$ cat config.mk
export PLATFORM = sky130hd
export DESIGN_NAME = muldiv_sequencer
export DESIGN_NICKNAME = d
export VERILOG_FILES = /design/src/rtl/muldiv_pkg.sv /design/src/rtl/div_step.sv /design/src/rtl/muldiv_sequencer.sv
export SDC_FILE = /design/constraint.sdc
export NUM_CORES = 1
export LEC_CHECK = 0
export ABC_AREA = 1
export ABC_CLOCK_PERIOD_IN_PS = 6600
export BUFFER_PORTS_ARGS = -buffer_cell sky130_fd_sc_hd__buf_2
export CORE_MARGIN = 4
export CORE_UTILIZATION = 40
export DETAILED_ROUTE_END_ITERATION = 8
export HOLD_SLACK_MARGIN = 0.02
export PLACE_DENSITY = 0.56
export RECOVER_POWER = 50
export SLEW_MARGIN = 30
export SYNTH_ARGS = -nofsm -noshare
export SYNTH_HDL_FRONTEND = slang
export SYNTH_SLANG_ARGS = --single-unit
export TNS_END_PERCENT = 30
$ cat constraint.sdc
create_clock -name clk_i -period 6.6 [get_ports clk_i]
set_input_delay 0.66 -clock clk_i [delete_from_list [all_inputs] [get_ports clk_i]]
set_output_delay 0.66 -clock clk_i [all_outputs]
set_load 0.005 [all_outputs]
$ cat src/rtl/muldiv_pkg.sv
// Shared types and constants for the iterative RV32M multiply/divide sequencer.
package muldiv_pkg;

  typedef enum logic [1:0] {IDLE, CALC, DONE} state_t;

  localparam logic [2:0] OP_MUL    = 3'b000;
  localparam logic [2:0] OP_MULH   = 3'b001;
  localparam logic [2:0] OP_MULHSU = 3'b010;
  localparam logic [2:0] OP_MULHU  = 3'b011;
  localparam logic [2:0] OP_DIV    = 3'b100;
  localparam logic [2:0] OP_DIVU   = 3'b101;
  localparam logic [2:0] OP_REM    = 3'b110;
  localparam logic [2:0] OP_REMU   = 3'b111;

  // Held at the widest supported width; users slice down to DATA_WIDTH.
  localparam int unsigned       MAX_WIDTH     = 64;
  localparam logic [MAX_WIDTH-1:0] DIV0_QUOTIENT = '1;
  localparam logic [MAX_WIDTH-1:0] MIN_SIGNED    = {1'b1, {(MAX_WIDTH - 1){1'b0}}};

  function automatic logic is_div_op(logic [2:0] op);
    return (op == OP_DIV) || (op == OP_DIVU) || (op == OP_REM) || (op == OP_REMU);
  endfunction

endpackage

$ cat src/rtl/div_step.sv
// One combinational restoring-division step: shift {rem,quo} left, trial-subtract divisor.
module div_step #(
  parameter int unsigned DATA_WIDTH = 32
) (
  input  logic [DATA_WIDTH:0]   rem_i,
  input  logic [DATA_WIDTH-1:0] quo_i,
  input  logic [DATA_WIDTH-1:0] divisor_i,
  output logic [DATA_WIDTH:0]   rem_o,
  output logic [DATA_WIDTH-1:0] quo_o
);

  logic [DATA_WIDTH+1:0] shifted;
  logic [DATA_WIDTH+1:0] diff;
  logic                  no_borrow;

  // Top bit of the extra-wide difference is the borrow out of the trial subtract.
  assign shifted   = {rem_i, quo_i[DATA_WIDTH-1]};
  assign diff      = shifted - {2'b00, divisor_i};
  assign no_borrow = ~diff[DATA_WIDTH+1];

  assign rem_o = no_borrow ? diff[DATA_WIDTH:0] : shifted[DATA_WIDTH:0];
  assign quo_o = {quo_i[DATA_WIDTH-2:0], no_borrow};

endmodule

$ cat src/rtl/muldiv_sequencer.sv
// Iterative radix-2 RV32M divider beside the ALU; stalls the pipe until the result is ready.
// Define MULDIV_MUL_EN to add the shift-add multiplier for funct3 000-011.
module muldiv_sequencer
  import muldiv_pkg::*;
#(
  parameter int unsigned DATA_WIDTH = 32
) (
  input  logic                  clk_i,
  input  logic                  rst_ni,
  input  logic                  start_i,
  input  logic [2:0]            op_i,
  input  logic [DATA_WIDTH-1:0] srcA_i,
  input  logic [DATA_WIDTH-1:0] srcB_i,
  input  logic                  flush_i,
  output logic                  stall_o,
  output logic                  busy_o,
  output logic                  done_o,
  output logic [DATA_WIDTH-1:0] result_o
);

  localparam int unsigned CntW = $clog2(DATA_WIDTH) + 1;
  localparam logic [DATA_WIDTH-1:0] AllOnes = DIV0_QUOTIENT[DATA_WIDTH-1:0];
  localparam logic [DATA_WIDTH-1:0] MinNeg  = MIN_SIGNED[MAX_WIDTH-1 -: DATA_WIDTH];

  state_t                state_q;
  logic [CntW-1:0]       cnt_q;
  logic [2:0]            op_q;
  logic [DATA_WIDTH:0]   rem_q;
  logic [DATA_WIDTH-1:0] quo_q;
  logic [DATA_WIDTH-1:0] dsr_q;
  logic                  neg_quo_q;
  logic                  neg_rem_q;

  // Operand decode for the accepting cycle.
  logic                  a_signed, b_signed, a_neg, b_neg;
  logic [DATA_WIDTH-1:0] a_mag, b_mag;
  logic                  div_op, div_zero, div_ovf, fast_done;

  assign a_signed = (op_i == OP_DIV) || (op_i == OP_REM) || (op_i == OP_MULH) ||
                    (op_i == OP_MULHSU);
  assign b_signed = (op_i == OP_DIV) || (op_i == OP_REM) || (op_i == OP_MULH);
  assign a_neg    = a_signed & srcA_i[DATA_WIDTH-1];
  assign b_neg    = b_signed & srcB_i[DATA_WIDTH-1];
  assign a_mag    = a_neg ? -srcA_i : srcA_i;
  assign b_mag    = b_neg ? -srcB_i : srcB_i;
  assign div_op   = is_div_op(op_i);
  assign div_zero = div_op & (srcB_i == '0);
  assign div_ovf  = div_op & ~op_i[0] & (srcA_i == MinNeg) & (srcB_i == AllOnes);

`ifdef MULDIV_MUL_EN
  assign fast_done = div_zero | div_ovf;
`else
  assign fast_done = div_zero | div_ovf | ~div_op;
`endif

  // Per-cycle datapath step.
  logic [DATA_WIDTH:0]   div_rem, step_rem;
  logic [DATA_WIDTH-1:0] div_quo, step_quo;

  div_step #(
    .DATA_WIDTH (DATA_WIDTH)
  ) u_div_step (
    .rem_i     (rem_q),
    .quo_i     (quo_q),
    .divisor_i (dsr_q),
    .rem_o     (div_rem),
    .quo_o     (div_quo)
  );

`ifdef MULDIV_MUL_EN
  // Shift-add: high half lives in rem_q, multiplier drains out of quo_q's LSB.
  logic [DATA_WIDTH:0] mul_sum;
  assign mul_sum  = {1'b0, rem_q[DATA_WIDTH-1:0]} + (quo_q[0] ? {1'b0, dsr_q} : '0);
  assign step_rem = is_div_op(op_q) ? div_rem : {1'b0, mul_sum[DATA_WIDTH:1]};
  assign step_quo = is_div_op(op_q) ? div_quo : {mul_sum[0], quo_q[DATA_WIDTH-1:1]};
`else
  assign step_rem = div_rem;
  assign step_quo = div_quo;
`endif

  always_ff @(posedge clk_i or negedge rst_ni) begin
    if (!rst_ni) begin
      state_q   <= IDLE;
      cnt_q     <= '0;
      op_q      <= '0;
      rem_q     <= '0;
      quo_q     <= '0;
      dsr_q     <= '0;
      neg_quo_q <= 1'b0;
      neg_rem_q <= 1'b0;
    end else if (flush_i) begin
      state_q <= IDLE;
      cnt_q   <= '0;
    end else begin
      unique case (state_q)
        IDLE: begin
          if (start_i) begin
            op_q <= op_i;
            if (fast_done) begin
              state_q   <= DONE;
              neg_quo_q <= 1'b0;
              neg_rem_q <= 1'b0;
              dsr_q     <= '0;
              quo_q     <= div_zero ? AllOnes : (div_ovf ? MinNeg : '0);
              rem_q     <= div_zero ? {1'b0, srcA_i} : '0;
            end else begin
              state_q   <= CALC;
              cnt_q     <= CntW'(DATA_WIDTH);
              neg_quo_q <= a_neg ^ b_neg;
              neg_rem_q <= a_neg;
              rem_q     <= '0;
              quo_q     <= div_op ? a_mag : b_mag;
              dsr_q     <= div_op ? b_mag : a_mag;
            end
          end
        end
        CALC: begin
          rem_q <= step_rem;
          quo_q <= step_quo;
          cnt_q <= cnt_q - CntW'(1);
          if (cnt_q == CntW'(1)) state_q <= DONE;
        end
        DONE:    state_q <= IDLE;
        default: state_q <= IDLE;
      endcase
    end
  end

  // Sign fix-up on the latched magnitudes, only observed in DONE.
  logic [DATA_WIDTH-1:0] quo_fix, rem_fix;
  assign quo_fix = neg_quo_q ? -quo_q : quo_q;
  assign rem_fix = neg_rem_q ? -rem_q[DATA_WIDTH-1:0] : rem_q[DATA_WIDTH-1:0];

`ifdef MULDIV_MUL_EN
  logic [2*DATA_WIDTH-1:0] prod, prod_fix;
  assign prod     = {rem_q[DATA_WIDTH-1:0], quo_q};
  assign prod_fix = neg_quo_q ? -prod : prod;
`endif

  always_comb begin
    result_o = '0;
    if (state_q == DONE) begin
      unique case (op_q)
        OP_DIV, OP_DIVU: result_o = quo_fix;
        OP_REM, OP_REMU: result_o = rem_fix;
`ifdef MULDIV_MUL_EN
        OP_MUL:                       result_o = prod_fix[DATA_WIDTH-1:0];
        OP_MULH, OP_MULHSU, OP_MULHU: result_o = prod_fix[2*DATA_WIDTH-1:DATA_WIDTH];
`else
        OP_MUL, OP_MULH, OP_MULHSU, OP_MULHU: result_o = '0;
`endif
        default: result_o = '0;
      endcase
    end
  end

  assign busy_o  = (state_q != IDLE);
  assign done_o  = (state_q == DONE);
  assign stall_o = rst_ni & start_i & (state_q != DONE) & ~flush_i;

endmodule

==> results by stage <==
Status:
- The run finished, with violations left.
- The checks that failed: max-capacitance violations, max-slew violations.

Routing:
- For this block, the initial DRC count from the detailed router was 1264.
- The overall routed net length is 49300 um.
- The antenna violation net count after detailed routing is 0.
- The via count is 13778.
- Dividing the detail-routed via count by the number of cells gives 5.55.
- Before antenna repair, the detailed router went through 6 iterations.
- The mean routed wirelength per cell is 19.8 um.
- The total DRC errors in the routed layout is 0.

Timing:
- The worst path needs 4510 ps of the cycle, external delays included.
- The tightest slew margin relative to the limit is -102%.
- The transition time at the pin with the least slew margin is 3040 ps.
- Setup violations remaining at the end of the flow were counted as 0.
- The achievable clock frequency is 222 MHz.
- The hold violation total from the final report is 0.
- Of the available clock period, the critical path in the final layout requires 68.3%.
- Setup repair after global routing left no endpoint under its margin.
- Summed over all failing endpoints, the final setup total negative slack is 0 ps.
- The clock tree skew after final layout is 9.52 ps.
- The number of pins exceeding their max-slew limit in the final report is 129.

Synth:
- The xor/xnor share of the synthesized area is 4.19%.
- Measured against the total synthesized area, the mux share comes to 0%.
- The post-synthesis instance area is 12100 um^2.
- In the synthesized netlist the async set-or-reset flop fraction comes to 100%.
- The biggest area contributor in the post-synthesis netlist is sky130_fd_sc_hd__dfrtp_1.
- Of the total synthesized cell area, the portion taken by AND, OR, NAND and NOR gates is 38.3%.
- After technology mapping, the gate count stands at 2020.
- The number of warnings reported in the yosys synthesis log is 0.
- The synthesized netlist devotes 4.19% of its cell area to adder and majority cells.
- The dominant combinational cell family by area after synthesis is simple AND/OR/NAND/NOR gates.
- Counting flops with a built-in enable in the synthesized netlist gives 0.
- The fraction of the mapped netlist area in compound gates is 18.6%.
- The total nets after synthesis is 2131.
- For this run, the leading register cell type out of synthesis is sky130_fd_sc_hd__dfrtp_1.
- After synthesis, the cell types taking the most area are sky130_fd_sc_hd__dfrtp_1, sky130_fd_sc_hd__nand2_1, sky130_fd_sc_hd__inv_1.
- Summing the sequential cell areas from Yosys gives 22.5% of the chip area.
- The synthesized design devotes to its leading area cell type 22.5% of total area.
- After synthesis the netlist holds a flip-flop and latch count of 109.
- The number of distinct library cells after synthesis is 58.
- Averaged over all synthesized cells, the footprint is 6.00 um^2.

Cells and area:
- Relative to the synthesized area, the layout overhead comes to 8.84%.
- The antenna diode count is 0.
- The post-route netlist has 10.2% of its cells at a drive strength greater than 1.
- The most frequent standard cell in the layout excluding fill and tap cells is sky130_fd_sc_hd__nand2_1.
- In the layout the commonest cells are sky130_fd_sc_hd__nand2_1, sky130_fd_sc_hd__inv_1, sky130_fd_sc_hd__nor2_1, sky130_fd_sc_hd__nand3_1, sky130_fd_sc_hd__a21oi_1.
- The count of nets after finishing is 2200.

Critical path:
- The category of the worst setup path capture point is a flop.
- The startpoint kind of the worst setup timing path is a flop.
- The most frequent cell on the critical path is sky130_fd_sc_hd__inv_2.
- Walking the worst path, the cells encountered are inv_1, o21ai_0, nor2_4, clkbuf_1, inv_2, nor2_1, buf_4, nand2_4, inv_2, nand4_1, o21ai_1.
- At the worst endpoint, the required time is 6910 ps.
- The critical setup path kind is reg2reg.
- In this design, the stage delay of the slowest critical-path cell is 2130 ps.
- The peak fanout along the critical path is 50.
- For the worst setup path, the data arrival time is 4810 ps.
- The largest individual stage delay along the critical path comes from the cell sky130_fd_sc_hd__clkbuf_1.

GRT:
- The number of global-route vias before repair was 12953.
- The largest net degree at the start of global routing is 55.
- The overall routing resource usage is 29.2%.
- The first global-routing pass estimated 75900 um of wire.
- The number of antenna violations at the first check in global routing is 0.
- The sum of overflow across all layers after global routing is 0.

Floorplan:
- The area of the core region is 29800 um^2.
- The overall die area is 33100 um^2.
- The die is 182 um tall.
- The width of the die is 182 um.
- 106 I/O pins were placed.
- Row generation in the floorplan step produced 63 rows.
- For this configuration, the core starts out at a cell density of 40.7%.

Clock network:
- Post-CTS repair changed the size of 0 cells.
- In this run the deepest clock path goes through 2 buffers.
- CTS built an H-tree with a depth of 3.
- CTS saw 109 sinks.
- The clock network latency to the later pin of the worst-skew pair is 380 ps.
- After clock tree synthesis, the setup repair step added 0 buffers.
- TritonCTS built the clock tree.
- The clock tree root buffer cell is sky130_fd_sc_hd__clkbuf_16.
- The clock transition at the registers of the reported paths is 80 ps.
- The number of buffers inserted by hold repair at cts is 0.
- Counting the buffers created by CTS gives 9.

Placed design:
- Once detailed placement completed, the half-perimeter wirelength came to 39200 um.
- Port buffering added 105 buffers.
- The routability congestion estimate is 0.955.

Flow run:
- The total of max-cap violations is 4.

Min path:
- The tightest min-delay check is of the reg2reg type.

Power:
- Summing internal, switching and leakage power gives 0.00531 W.
- The largest vdd supply drop is 0.148 mV.
- The leakage power summed over all cells is 6.58 nW.
- Power spread over the standard cell area amounts to 403 nW/um^2.
path summary, 6_finish.rpt:
path                             end  cells after the start  startpoint  slack [ps]
min reg2reg                dsr_q[25]                      2   dsr_q[25]         500
max                        dsr_q[31]                     11  state_q[1]        2090
min in group asynchronous  rem_q[19]                      1      rst_ni         910
max reg2reg                dsr_q[31]                     11  state_q[1]        2090
max in group asynchronous  rem_q[12]                      3      rst_ni        2360
min                        dsr_q[25]                      2   dsr_q[25]         500
Yosys cell counts (10+ instances only):
master and count:
sky130_fd_sc_hd__nor2_1 230, sky130_fd_sc_hd__xnor2_1 10, sky130_fd_sc_hd__nor3_1 42, sky130_fd_sc_hd__clkbuf_1 34
sky130_fd_sc_hd__nand2_1 509, sky130_fd_sc_hd__nand3_1 180, sky130_fd_sc_hd__o211ai_1 10, sky130_fd_sc_hd__dfrtp_1 109
sky130_fd_sc_hd__a31oi_1 11, sky130_fd_sc_hd__o22ai_1 24, sky130_fd_sc_hd__buf_2 14, sky130_fd_sc_hd__a21oi_1 165
sky130_fd_sc_hd__ha_1 39, sky130_fd_sc_hd__xor2_1 48, sky130_fd_sc_hd__o21ai_0 87, sky130_fd_sc_hd__inv_1 302
sky130_fd_sc_hd__a21oi_2 29, sky130_fd_sc_hd__o21ai_1 16, sky130_fd_sc_hd__nand4_1 42
registers in the layout (all words and copies together), names as in the netlist:
name / cells
cnt_q: 6
dsr_q: 32
neg_quo_q: 1
neg_rem_q: 1
op_q: 2
quo_q: 32
rem_q: 33
state_q: 2
critical path, delay by kind of cell, from the launching register on:
kind,cells,cell delay [ps]
AOI/OAI and AO/OA,2,240
buffers and inverters,5,3020
and+or+nand+nor,4,700
DFF,1,440
cell families (layout without fill, tap and decap cells):
kind of cell	count (synthesis)	count (layout)
simple gates	1060	1060
compound gates	381	381
buf+inv	372	446
flops	109	109
xor+xnor	58	58
fa+ha+maj	40	40
through the flow:
step                      hold WS, ps  util (%)  setup slack (ps)  cell area, um^2  cells
after detailed placement          484      43.5              3380            12900   2468
after global placement            484      43.4              3430            12900   2467
after floorplan                   364         -              4010            12100   2020
after CTS                         251      44.4              2970            13200   2484
final                             499      44.3              2090            13200   2484
after global routing              508      44.3              1750            13200   2484
report_power, final:
group          internal [W]  total (W)  switching [W]
sequential         0.000881    0.00119       0.000307
combinational       0.00112    0.00356        0.00243
clock              0.000267   0.000570       0.000304
total               0.00227    0.00531        0.00304
layer usage:
| layer | global-route usage (%) | share of wire, % | up-vias |
|---|---|---|---|
| met4 | 10.7 | 3.7 | 0 |
| met5 | 0 | 0 | - |
| li1 | - | - | 6740 |
| met1 | 40.6 | 45 | 6432 |
| met2 | 45.2 | 44 | 511 |
| met3 | 5.65 | 7.4 | 95 |
final cells by class:
| cell class | count | area [um^2] |
|---|---|---|
| well taps | 390 | 488 |
| multi-input cells | 1539 | 7880 |
| clock inverters | 7 | 63.8 |
| flip-flops and latches | 109 | 2730 |
| fillers | 3372 | 16600 |
| clock buffers | 9 | 225 |
| inverters | 312 | 1170 |
| repair buffers | 118 | 629 |
Power figures use the tool's default switching activity.
